==> config.mk <==
export PLATFORM = sky130hd
export DESIGN_NAME = instruction_type_i_mc_flat
export DESIGN_NICKNAME = d
export VERILOG_FILES = /design/src/rtl/instruction_type_i_mc_pkg.sv /design/src/rtl/instruction_type_i_mc_if.sv /design/src/rtl/instruction_type_i_mc_load_extract.sv /design/src/rtl/instruction_type_i_mc.sv /design/src/flat_wrapper.sv
export SDC_FILE = /design/constraint.sdc
export NUM_CORES = 1
export LEC_CHECK = 0
export ABC_CLOCK_PERIOD_IN_PS = 5400
export CORE_MARGIN = 2
export CORE_UTILIZATION = 40
export CTS_CLUSTER_SIZE = 14
export DETAILED_ROUTE_END_ITERATION = 10
export PLACE_DENSITY = 0.7
export SKIP_LAST_GASP = 1
export SYNTH_ARGS = -nofsm -noshare
export SYNTH_HDL_FRONTEND = slang
export SYNTH_SLANG_ARGS = --single-unit
==> constraint.sdc <==
create_clock -name iCLK -period 5.4 [get_ports iCLK]
set_input_delay 1.35 -clock iCLK [delete_from_list [all_inputs] [get_ports iCLK]]
set_output_delay 1.35 -clock iCLK [all_outputs]
set_load 0.005 [all_outputs]
==> src/rtl/instruction_type_i_mc_pkg.sv <==
// Shared definitions for the RV32 I-type multi-cycle executor:
// opcodes, funct3 codes, shift-type selectors and the FSM encoding.
package riscv_i_pkg;

  localparam int XLEN_DEF = 32;

  localparam logic [6:0] OPC_ALUI = 7'h13;
  localparam logic [6:0] OPC_LOAD = 7'h03;
  localparam logic [6:0] OPC_JALR = 7'h67;

  // ALU-immediate funct3 codes
  localparam logic [2:0] F3_ADDI  = 3'd0;
  localparam logic [2:0] F3_SLLI  = 3'd1;
  localparam logic [2:0] F3_SLTI  = 3'd2;
  localparam logic [2:0] F3_SLTIU = 3'd3;
  localparam logic [2:0] F3_XORI  = 3'd4;
  localparam logic [2:0] F3_SRXI  = 3'd5;
  localparam logic [2:0] F3_ORI   = 3'd6;
  localparam logic [2:0] F3_ANDI  = 3'd7;

  // Load funct3 codes
  localparam logic [2:0] F3_LB  = 3'd0;
  localparam logic [2:0] F3_LH  = 3'd1;
  localparam logic [2:0] F3_LW  = 3'd2;
  localparam logic [2:0] F3_LBU = 3'd4;
  localparam logic [2:0] F3_LHU = 3'd5;

  // JALR only defines funct3 = 0
  localparam logic [2:0] F3_JALR = 3'd0;

  // imm[11:5] selects logical vs arithmetic right shift
  localparam logic [6:0] F7_SRLI = 7'h00;
  localparam logic [6:0] F7_SRAI = 7'h20;

  typedef enum logic [1:0] {
    IDLE = 2'd0,
    EXEC = 2'd1,
    LOAD = 2'd2,
    WB   = 2'd3
  } state_e;

  // True for the five defined load widths
  function automatic logic isLoadF3(input logic [2:0] f3);
    return (f3 == F3_LB) || (f3 == F3_LH) || (f3 == F3_LW) ||
           (f3 == F3_LBU) || (f3 == F3_LHU);
  endfunction

endpackage

==> src/rtl/instruction_type_i_mc_if.sv <==
// Bus bundle between decode/regfile/RAM (master side) and the executor
// (slave side).
// Handshake: an instruction transfers on a rising edge where iVALID and
// oREADY are both high; the master must hold iIR/iPC/iREG_OUT1 stable while
// iVALID is high, and oREADY never depends on iVALID. The RAM side holds
// oRAM_CE/oRAM_RD/oRAM_ADDR stable until iRAM_ACK is seen on a rising edge.
interface instruction_type_i_mc_if
  import riscv_i_pkg::*;
#(
  parameter int XLEN = 32
);
  logic            iVALID;
  logic            oREADY;
  logic [31:0]     iIR;
  logic [XLEN-1:0] iPC;
  logic [4:0]      oRS1;
  logic [XLEN-1:0] iREG_OUT1;
  logic [4:0]      oRD;
  logic [XLEN-1:0] oREG_IN;
  logic            oREG_WE;
  logic            oRAM_CE;
  logic            oRAM_RD;
  logic            oRAM_WR;
  logic [XLEN-1:0] oRAM_ADDR;
  logic [31:0]     iRAM_DATA;
  logic            iRAM_ACK;
  logic [XLEN-1:0] oPCBR;
  logic            oPCBR_VALID;
  logic            oMISALIGN;
  logic            oILLEGAL;
  logic            oERR;
  state_e          dbgState;

  modport slave (
    input  iVALID, iIR, iPC, iREG_OUT1, iRAM_DATA, iRAM_ACK,
    output oREADY, oRS1, oRD, oREG_IN, oREG_WE, oRAM_CE, oRAM_RD, oRAM_WR,
           oRAM_ADDR, oPCBR, oPCBR_VALID, oMISALIGN, oILLEGAL, oERR, dbgState
  );

  modport master (
    output iVALID, iIR, iPC, iREG_OUT1, iRAM_DATA, iRAM_ACK,
    input  oREADY, oRS1, oRD, oREG_IN, oREG_WE, oRAM_CE, oRAM_RD, oRAM_WR,
           oRAM_ADDR, oPCBR, oPCBR_VALID, oMISALIGN, oILLEGAL, oERR, dbgState
  );
endinterface

==> src/rtl/instruction_type_i_mc_load_extract.sv <==
// Picks the byte/half/word lane out of a 32-bit RAM word and extends it
// to XLEN according to the load funct3.
module load_extract
  import riscv_i_pkg::*;
#(
  parameter int XLEN = 32
) (
  input  logic [31:0]     data,
  input  logic [1:0]      addr,
  input  logic [2:0]      funct3,
  output logic [XLEN-1:0] result
);

  logic [7:0]  byteLane;
  logic [15:0] halfLane;

  assign byteLane = data[{addr, 3'b000} +: 8];
  assign halfLane = addr[1] ? data[31:16] : data[15:0];

  // Lane select plus sign/zero extension
  always_comb begin
    result = '0;
    case (funct3)
      F3_LB:   result = XLEN'($signed(byteLane));
      F3_LBU:  result = XLEN'(byteLane);
      F3_LH:   result = XLEN'($signed(halfLane));
      F3_LHU:  result = XLEN'(halfLane);
      F3_LW:   result = XLEN'(data);
      default: result = '0;
    endcase
  end

endmodule

==> src/rtl/instruction_type_i_mc.sv <==
// Multi-cycle executor for RV32 ALU-immediate, load and JALR instructions.
// One instruction at a time: IDLE accepts, EXEC computes, loads go through
// LOAD (RAM request with acknowledge timeout) and WB (lane extraction).
module instruction_type_i_mc
  import riscv_i_pkg::*;
#(
  parameter int         XLEN      = 32,
  parameter logic [6:0] OPCODE_I1 = OPC_ALUI,
  parameter logic [6:0] OPCODE_I2 = OPC_LOAD,
  parameter logic [6:0] OPCODE_I3 = OPC_JALR,
  parameter int         TIMEOUT   = 16
) (
  input logic                   iCLK,
  input logic                   iRST,
  instruction_type_i_mc_if.slave bus
);

  localparam int CW = $clog2(TIMEOUT + 1);
  localparam logic [CW-1:0] WAIT_MAX = CW'(TIMEOUT);

  state_e state;
  state_e nextState;

  logic [6:0]      opcodeQ;
  logic [2:0]      funct3Q;
  logic [4:0]      rdQ;
  logic [XLEN-1:0] pcQ;
  logic [XLEN-1:0] rs1Q;
  logic [XLEN-1:0] immQ;
  logic [31:0]     ramDataQ;
  logic [CW-1:0]   waitCnt;

  logic            accept;
  logic            timedOut;
  logic [XLEN-1:0] sum;
  logic [4:0]      shamt;
  logic [XLEN-1:0] aluRes;
  logic            aluLegal;
  logic            misaligned;
  logic [XLEN-1:0] loadRes;

  assign accept       = bus.iVALID && (state == IDLE);
  assign sum          = rs1Q + immQ;
  assign shamt        = immQ[4:0];
  assign timedOut     = (waitCnt == WAIT_MAX);
  assign bus.oRS1     = bus.iIR[19:15];
  assign bus.oRAM_WR  = 1'b0;
  assign bus.dbgState = state;

  // FSM state register
  always_ff @(posedge iCLK or posedge iRST) begin
    if (iRST) state <= IDLE;
    else      state <= nextState;
  end

  // Latch the instruction fields and operands on accept
  always_ff @(posedge iCLK or posedge iRST) begin
    if (iRST) begin
      opcodeQ <= '0;
      funct3Q <= '0;
      rdQ     <= '0;
      pcQ     <= '0;
      rs1Q    <= '0;
      immQ    <= '0;
    end else if (accept) begin
      opcodeQ <= bus.iIR[6:0];
      funct3Q <= bus.iIR[14:12];
      rdQ     <= bus.iIR[11:7];
      pcQ     <= bus.iPC;
      rs1Q    <= bus.iREG_OUT1;
      immQ    <= XLEN'($signed(bus.iIR[31:20]));
    end
  end

  // Capture RAM data on acknowledge and count unacknowledged LOAD cycles;
  // the timeout cycle itself ignores any acknowledge
  always_ff @(posedge iCLK or posedge iRST) begin
    if (iRST) begin
      ramDataQ <= '0;
      waitCnt  <= '0;
    end else if ((state == LOAD) && !timedOut) begin
      if (bus.iRAM_ACK) begin
        ramDataQ <= bus.iRAM_DATA;
        waitCnt  <= '0;
      end else begin
        waitCnt <= waitCnt + CW'(1);
      end
    end else begin
      waitCnt <= '0;
    end
  end

  // ALU-immediate result; compares use the full sign-extended immediate
  always_comb begin
    aluRes   = '0;
    aluLegal = 1'b1;
    case (funct3Q)
      F3_ADDI:  aluRes = sum;
      F3_SLLI:  aluRes = rs1Q << shamt;
      F3_SLTI:  aluRes = XLEN'($signed(rs1Q) < $signed(immQ));
      F3_SLTIU: aluRes = XLEN'(rs1Q < immQ);
      F3_XORI:  aluRes = rs1Q ^ immQ;
      F3_ORI:   aluRes = rs1Q | immQ;
      F3_ANDI:  aluRes = rs1Q & immQ;
      F3_SRXI: begin
        if (immQ[11:5] == F7_SRLI)      aluRes = rs1Q >> shamt;
        else if (immQ[11:5] == F7_SRAI) aluRes = $unsigned($signed(rs1Q) >>> shamt);
        else                            aluLegal = 1'b0;
      end
      default:  aluLegal = 1'b0;
    endcase
  end

  // Halfwords need even addresses, words need 4-byte alignment
  always_comb begin
    misaligned = 1'b0;
    if ((funct3Q == F3_LH) || (funct3Q == F3_LHU)) misaligned = sum[0];
    else if (funct3Q == F3_LW)                     misaligned = (sum[1:0] != 2'b00);
  end

  load_extract #(.XLEN(XLEN)) u_extract (
    .data  (ramDataQ),
    .addr  (sum[1:0]),
    .funct3(funct3Q),
    .result(loadRes)
  );

  // Next-state and output decode; every strobe lasts exactly one state cycle
  always_comb begin
    nextState       = state;
    bus.oREADY      = 1'b0;
    bus.oRD         = '0;
    bus.oREG_IN     = '0;
    bus.oREG_WE     = 1'b0;
    bus.oRAM_CE     = 1'b0;
    bus.oRAM_RD     = 1'b0;
    bus.oRAM_ADDR   = '0;
    bus.oPCBR       = '0;
    bus.oPCBR_VALID = 1'b0;
    bus.oMISALIGN   = 1'b0;
    bus.oILLEGAL    = 1'b0;
    bus.oERR        = 1'b0;
    case (state)
      IDLE: begin
        bus.oREADY = 1'b1;
        if (accept) nextState = EXEC;
      end
      EXEC: begin
        nextState = IDLE;
        if (opcodeQ == OPCODE_I1) begin
          if (aluLegal) begin
            bus.oRD     = rdQ;
            bus.oREG_IN = aluRes;
            bus.oREG_WE = (rdQ != 5'd0);
          end else begin
            bus.oILLEGAL = 1'b1;
          end
        end else if (opcodeQ == OPCODE_I3) begin
          if (funct3Q == F3_JALR) begin
            bus.oPCBR       = {sum[XLEN-1:1], 1'b0};
            bus.oPCBR_VALID = 1'b1;
            bus.oRD         = rdQ;
            bus.oREG_IN     = pcQ + XLEN'(4);
            bus.oREG_WE     = (rdQ != 5'd0);
          end else begin
            bus.oILLEGAL = 1'b1;
          end
        end else if (opcodeQ == OPCODE_I2) begin
          if (!isLoadF3(funct3Q)) bus.oILLEGAL = 1'b1;
          else if (misaligned)    bus.oMISALIGN = 1'b1;
          else                    nextState = LOAD;
        end else begin
          bus.oILLEGAL = 1'b1;
        end
      end
      LOAD: begin
        if (timedOut) begin
          bus.oERR  = 1'b1;
          nextState = IDLE;
        end else begin
          bus.oRAM_CE   = 1'b1;
          bus.oRAM_RD   = 1'b1;
          bus.oRAM_ADDR = {sum[XLEN-1:2], 2'b00};
          if (bus.iRAM_ACK) nextState = WB;
        end
      end
      WB: begin
        bus.oRD     = rdQ;
        bus.oREG_IN = loadRes;
        bus.oREG_WE = (rdQ != 5'd0);
        nextState   = IDLE;
      end
      default: nextState = IDLE;
    endcase
  end

endmodule

==> src/flat_wrapper.sv <==
// flat-port wrapper written by rule: the top's interface ports become plain ports
module instruction_type_i_mc_flat import riscv_i_pkg::*;
#(
  parameter int         XLEN      = 32,
  parameter logic [6:0] OPCODE_I1 = OPC_ALUI,
  parameter logic [6:0] OPCODE_I2 = OPC_LOAD,
  parameter logic [6:0] OPCODE_I3 = OPC_JALR,
  parameter int         TIMEOUT   = 16
)
  (iCLK, iRST, bus_iVALID, bus_iIR, bus_iPC, bus_iREG_OUT1, bus_iRAM_DATA, bus_iRAM_ACK, bus_oREADY, bus_oRS1, bus_oRD, bus_oREG_IN, bus_oREG_WE, bus_oRAM_CE, bus_oRAM_RD, bus_oRAM_WR, bus_oRAM_ADDR, bus_oPCBR, bus_oPCBR_VALID, bus_oMISALIGN, bus_oILLEGAL, bus_oERR, bus_dbgState);
  instruction_type_i_mc_if #(.XLEN(XLEN)) bus_i ();
  input logic iCLK;
  input logic iRST;
  input wire logic [$bits(bus_i.iVALID)-1:0] bus_iVALID;
  input wire logic [$bits(bus_i.iIR)-1:0] bus_iIR;
  input wire logic [$bits(bus_i.iPC)-1:0] bus_iPC;
  input wire logic [$bits(bus_i.iREG_OUT1)-1:0] bus_iREG_OUT1;
  input wire logic [$bits(bus_i.iRAM_DATA)-1:0] bus_iRAM_DATA;
  input wire logic [$bits(bus_i.iRAM_ACK)-1:0] bus_iRAM_ACK;
  output wire logic [$bits(bus_i.oREADY)-1:0] bus_oREADY;
  output wire logic [$bits(bus_i.oRS1)-1:0] bus_oRS1;
  output wire logic [$bits(bus_i.oRD)-1:0] bus_oRD;
  output wire logic [$bits(bus_i.oREG_IN)-1:0] bus_oREG_IN;
  output wire logic [$bits(bus_i.oREG_WE)-1:0] bus_oREG_WE;
  output wire logic [$bits(bus_i.oRAM_CE)-1:0] bus_oRAM_CE;
  output wire logic [$bits(bus_i.oRAM_RD)-1:0] bus_oRAM_RD;
  output wire logic [$bits(bus_i.oRAM_WR)-1:0] bus_oRAM_WR;
  output wire logic [$bits(bus_i.oRAM_ADDR)-1:0] bus_oRAM_ADDR;
  output wire logic [$bits(bus_i.oPCBR)-1:0] bus_oPCBR;
  output wire logic [$bits(bus_i.oPCBR_VALID)-1:0] bus_oPCBR_VALID;
  output wire logic [$bits(bus_i.oMISALIGN)-1:0] bus_oMISALIGN;
  output wire logic [$bits(bus_i.oILLEGAL)-1:0] bus_oILLEGAL;
  output wire logic [$bits(bus_i.oERR)-1:0] bus_oERR;
  output wire logic [$bits(bus_i.dbgState)-1:0] bus_dbgState;
  assign bus_i.iVALID = bus_iVALID;
  assign bus_i.iIR = bus_iIR;
  assign bus_i.iPC = bus_iPC;
  assign bus_i.iREG_OUT1 = bus_iREG_OUT1;
  assign bus_i.iRAM_DATA = bus_iRAM_DATA;
  assign bus_i.iRAM_ACK = bus_iRAM_ACK;
  assign bus_oREADY = bus_i.oREADY;
  assign bus_oRS1 = bus_i.oRS1;
  assign bus_oRD = bus_i.oRD;
  assign bus_oREG_IN = bus_i.oREG_IN;
  assign bus_oREG_WE = bus_i.oREG_WE;
  assign bus_oRAM_CE = bus_i.oRAM_CE;
  assign bus_oRAM_RD = bus_i.oRAM_RD;
  assign bus_oRAM_WR = bus_i.oRAM_WR;
  assign bus_oRAM_ADDR = bus_i.oRAM_ADDR;
  assign bus_oPCBR = bus_i.oPCBR;
  assign bus_oPCBR_VALID = bus_i.oPCBR_VALID;
  assign bus_oMISALIGN = bus_i.oMISALIGN;
  assign bus_oILLEGAL = bus_i.oILLEGAL;
  assign bus_oERR = bus_i.oERR;
  assign bus_dbgState = bus_i.dbgState;
  instruction_type_i_mc #(.XLEN(XLEN), .OPCODE_I1(OPCODE_I1), .OPCODE_I2(OPCODE_I2), .OPCODE_I3(OPCODE_I3), .TIMEOUT(TIMEOUT)) u_core (.iCLK(iCLK), .iRST(iRST), .bus(bus_i));
endmodule
-- Yosys cells after proc, flatten, opt, wreduce, memory -nomap -nowiden
Cells that the tools add are included.
- bits in latches: 0
- output and inout port bits: 117
- bits of input ports: 132
- logic and storage cells: 117
- bits in writable memories: 0
- flip-flop bits (word level): 130
- memories kept: 0
- bits in read-only memories: 0
- shift-type cells: 4
- eq/ne operators: 17
- divide/modulo/power cells: 0
- $mul: 0
- add/subtract/negate cells: 3
- multiplexer cells: 64
- bitwise logic cells: 3
- reductions and logical operators: 15
- magnitude comparators: 2
- operators by type and width (cell ; count):
    $mux 32 ; 12
    $pmux 32 s8 ; 1
    $pmux 32 s5 ; 1
    $pmux 32 s2 ; 1
    $add 32x3->32 const B ; 1
    $add 32x32->32 ; 1
    $and 32x32->32 ; 1
    $lt 32x12->1 ; 1
    $lt 32x32->1 ; 1
    $or 32x32->32 ; 1
    $shiftx 32x6->8 ; 1
    $shl 32x5->32 ; 1
    $shr 32x5->32 ; 1
    $sshr 32x5->32 ; 1
    $xor 32x32->32 ; 1
    $mux 1 ; 31
    $mux 5 ; 6
    $mux 16 ; 1
    $mux 2 ; 8
    $eq 3x3->1 const B ; 4
    $pmux 5 s2 ; 1
    $pmux 2 s4 ; 1
    $eq 7x2->1 const B ; 1
    $eq 7x5->1 const B ; 1
    other kinds (20) ; 28

-- Longest topological paths before layout
- depth after elaboration: 10
- depth in mapped cells: 13
- depth with buffers taken out: 10

-- Cells and area by module
A second synthesis with hierarchy kept.
- cell total of the unflattened synthesis: 1822
- area, all modules: 14869.3 um^2
- modules (own cells, without submodules) (module ; area each (um^2) ; sequential area each (um^2) ; cells an instance ; times used):
    instruction_type_i_mc ; 14144.8 ; 3253.1 ; 1712 ; 1
    load_extract ; 724.4 ; 0.0 ; 110 ; 1

-- Worst setup path after synthesis
OpenSTA, ideal clock, no wires.
- kind: register -> output
- start: register u_core.immQ[11] (netlist name)
- end: output port bus_oREG_IN[22]
- cell stages (with the launch flop): 12
- setup slack: 0.336 ns
- buffers on the path: 1
- arrival: 3.714 ns
- data required time: 4.050 ns
- path through: dfrtp_1 -> inv_1 -> ha_1 -> buf_2 -> o21a_1 -> o211a_1 -> a31o_2 -> a31o_2 -> a2111o_1 -> a21o_1 -> a21oi_1 -> o21ai_0
- word-level cells in the longest chain between the ends: 7
- elaborated cells between the ends (all ways): 15
- classes of those cells: 1 x add/sub; 1 x eq/ne; 9 x mux; 3 x bitwise; 1 x reduce/logical
- RTL lines (item ; line ; RTL):
    parallel branches: the longest is 4 deep, another holds $add 32x32->32 ; -- ;
    $mux 32 * ; instruction_type_i_mc.sv:151 ; if (aluLegal) begin
    $mux 32 * ; instruction_type_i_mc.sv:150 ; if (opcodeQ == OPCODE_I1) begin
    $pmux 32 s2 * ; instruction_type_i_mc.sv:143 ; case (state)
    to (decl) ; flat_wrapper.sv:23 ; output wire logic [$bits(bus_i.oREG_IN)-1:0] bus_oREG_IN;
Every way passes the cells marked *.

-- Final worst setup path
- start: register u_core.immQ[11] (netlist name)
- end: output port bus_oREG_IN[8]
- word-level cells in the longest chain between the ends: 7
- elaborated cells between the ends (all ways): 11
- classes of those cells: 1 x eq/ne; 9 x mux; 1 x reduce/logical
- RTL lines (item ; line ; RTL):
    $eq 7x6->1 ; instruction_type_i_mc.sv:107 ; else if (immQ[11:5] == F7_SRAI) aluRes = $unsigned($signed(rs1Q) >>> shamt);
    $mux 32 or $mux 1 (tied branches) ; instruction_type_i_mc.sv:107 ;
    $mux 32 or $mux 1 (tied branches) ; instruction_type_i_mc.sv:106 ; if (immQ[11:5] == F7_SRLI) aluRes = rs1Q >> shamt;
    $pmux 32 s8 or $mux 1 (tied branches) ; instruction_type_i_mc.sv:97 ; case (funct3Q)
    $mux 32 * ; instruction_type_i_mc.sv:151 ;
    $mux 32 * ; instruction_type_i_mc.sv:150 ;
    $pmux 32 s2 * ; instruction_type_i_mc.sv:143 ;
Every way passes the cells marked *; elsewhere a longest branch is shown, timed or not.

==> results_dict.tcl <==
set metrics [dict create \
    ys_seq_area_share_pct 21.91 \
    via_count 16426 \
    area_delta_synth_final_pct 26.27 \
    top_usage_layer "met2" \
    route.detailed.drc 0 \
    rsz0062_at_grt "yes" \
    power_leakage_nw 7.780 \
    drive_gt1_share_pct 16.50 \
    grt_pass1_vias 15449 \
    use_met2_pct 54.96 \
    cp-end-kind "output pin" \
    diodes 0 \
    worstSkewPairLatency_ns 0.45 \
    fmaxAchievable_ghz 0.1843 \
    grt_pass1_wl_mm 102.8 \
    clk_pin_slew_ns 0.07 \
    holdCritPathClass "flop to flop" \
    path_class "flop to output pin" \
    netlist_area_sq_mm 0.01485 \
    worstMarginPinSlew_ns 0.9096 \
    numCtsBuffers 17 \
    pwr-share-clk_pct 19.3 \
    drt_iter0_markers 2407 \
    start_util_pct 40.56 \
    avgSynthCellArea_sq_um 8.040 \
    synth.distinct_cells 86 \
    die_width_um 196.7 \
    max_cap_viol_count 0 \
    slew_violations 0 \
    layout_commonest_cell "clkdlybuf4s50_1" \
    gp_congestion 1.078 \
    core_area_sq_mm 0.03661 \
    dp_slack_ns 0.3414 \
    p_sw_w 0.002915 \
    cp_data_arrival_time_ns 4.08 \
    yosys_warnings 0 \
    antenna_found_initial 1 \
    synth_edf_count 0 \
    clock_path_buffers 2 \
    design.portCount 249 \
    ys_seq_elements 130 \
    seqPwrFrac_pct 21.8 \
    grtUsageMet3_pct 6.263 \
    slew_headroom_pct 39.18 \
    clock_skew_ns 0.009292 \
    wl_mm 71.02 \
    htreeDepth 4 \
    synth_top_area_share_pct 21.91 \
    vias_per_cell 6.434 \
    num_rows 70 \
    final_net_count 2306 \
    synthTopCellsByArea "dfrtp_1 22%, ha_1 8.4%, mux2_2 7.1%" \
    comb_power_share_pct 59.0 \
    grt_max_degree 76 \
    grt_usage_pct 36.04 \
    post_drt_wl_per_cell_um 27.82 \
    cts.sinks 130 \
    grt_overflow 0 \
    root_buffer "clkbuf_16" \
    grtUsageMet1_pct 50.17 \
    power.internal_w 0.003050 \
    cp_slowest_stage_delay_ns 0.51 \
    power_per_cell_area_mw_per_mm2 318.1 \
    fin_ws_ns -0.02570 \
    final_cell_mix "233 x clkdlybuf4s50_1, 215 x nor2_1, 181 x nand2_1" \
    sw_frac_of_total_pct 48.86 \
    finalSetupViolCount 1 \
    min_period_ns 5.426 \
    dr.pass1.iters 8 \
    die_height_um 196.7 \
    worstPathMaxFanout 22 \
    synth_top_cell_by_area "dfrtp_1" \
    io_buffers 234 \
    dieArea_sq_mm 0.03868 \
    cp-start-kind "flop" \
    ant_nets 0 \
    cp_cell_sequence "buf_4, nor4_2, nand2_1, nor2_1, o21ai_0, o221ai_1, a221oi_1, a211o_1, clkdlybuf4s50_1" \
    async_flop_share_pct 100.0 \
    cp.required_ns 4.05 \
    synthCells 1847 \
    cts_tree "built" \
    hold_viol 0 \
    synth_ff_type "dfrtp_1" \
    power_w 0.005965 \
    outcome "finished, violations left" \
    ir_drop_uv 248.6 \
    min_period_over_period_pct 100.5 \
    dp_hpwl_mm 55.49 \
    failed_checks "negative setup slack" \
    cp_slowest_cell "o221ai_1" \
]
-- metrics by stage --
stage | area [sq um] | util [%] | TNS (ns) | hold WS [ns] | cells
4_1_cts | 18570 | 50.73 | 0 | 0.5110 | 2551
3_3_place_gp | 18000 | 49.17 | 0 | 0.4838 | 2520
2_1_floorplan | 14860 | - | 0 | 0.4583 | 1850
6_report | 18750 | 51.22 | -0.02570 | 0.5074 | 2553
3_5_place_dp | 18000 | 49.17 | 0 | 0.4972 | 2520
5_1_grt | 18750 | 51.22 | -0.04422 | 0.5364 | 2553
-- power groups by stage --
stage,Combinational (W),Clock (W),Sequential [W]
global placement,0.00330,0,0.00130
CTS,0.00333,0.00115,0.00129
finish,0.00352,0.00115,0.00130
global route,0.00367,0.00119,0.00131
floorplan,0.00198,0,0.00126
detailed placement,0.00331,0,0.00130
-- sequential cells by signal (all words and copies together), names as in the netlist --
signal               flops
u_core.bus.dbgState      2
u_core.funct3Q           3
u_core.immQ             12
u_core.opcodeQ           7
u_core.pcQ              32
u_core.ramDataQ         32
u_core.rdQ               5
u_core.rs1Q             32
u_core.waitCnt           5
-- kinds of logic (layout without fill, tap and decap cells) --
| family | count (synthesis) | after routing | share of synthesized area, % |
|---|---|---|---|
| compound gates | 548 | 548 | 23.28 |
| xor+xnor | 52 | 52 | 3.067 |
| fa+ha+maj | 101 | 101 | 8.561 |
| buf+inv | 224 | 459 | 6.699 |
| flops | 130 | 130 | 21.91 |
| mux | 200 | 200 | 18.51 |
| other cells | 1 | 4 | 0.02525 |
| simple gates | 591 | 591 | 17.95 |
-- layer usage --
layer  share of wire [%]  up-vias  routed length, um
met5                   0        -                  0
met4                 5.2        0               3661
met3                  10      193               7331
met2                  44     1097              30970
met1                  41     7958              29060
li1                    -     7178                  -
-- synthesized netlist by cell type (all sizes together) (23+ instances only) --
| library cell | count |
|---|---|
| xnor2 | 31 |
| mux2 | 93 |
| ha | 100 |
| a21oi | 132 |
| nor3 | 28 |
| clkbuf | 89 |
| o21ai | 190 |
| inv | 73 |
| dfrtp | 130 |
| nand3 | 48 |
| a21o | 23 |
| buf | 61 |
| o22ai | 23 |
| nand2 | 181 |
| mux2i | 59 |
| nor2 | 215 |
| mux4 | 48 |
-- worst max-delay path: cells and delay by family, from the launching register on --
family          cells  cell delay, ns
buf+inv             2            0.69
flops               1            0.38
compound gates      4            1.36
simple gates        3            1.17
-- what timing repair did --
item | 4_1_cts | 5_1_grt
endpoints found under the setup margin | 7 | 37
gates resized for setup | 4 | 39
pin swaps | 0 | 3
hold buffers | 0 | 0
setup buffers | 0 | 2
-- area by class of cell --
| class | instances | area (sq um) |
|---|---|---|
| inverter | 74 | 280.3 |
| clock buffer | 17 | 425.4 |
| sequential | 130 | 3259 |
| fill | 3540 | 17860 |
| clock inverter | 14 | 133.9 |
| timing repair buffer | 354 | 3297 |
| multi-input combinational | 1496 | 10770 |
| tap | 468 | 585.6 |
-- worst paths after layout --
check	startpoint	endpoint	slack, ns	cells past startpoint
worst max register to register	u_core.waitCnt[0]	u_core.ramDataQ[16]	2.52	8
worst min register to register	u_core.waitCnt[0]	u_core.waitCnt[0]	0.51	1
max in group asynchronous	iRST	u_core.immQ[0]	3.09	3
min in group asynchronous	iRST	u_core.pcQ[25]	1.40	2
worst min-delay path	u_core.waitCnt[0]	u_core.waitCnt[0]	0.51	1
worst max-delay path	u_core.immQ[11]	bus_oREG_IN[8]	-0.03	9
(Power assumes the default switching activity.)
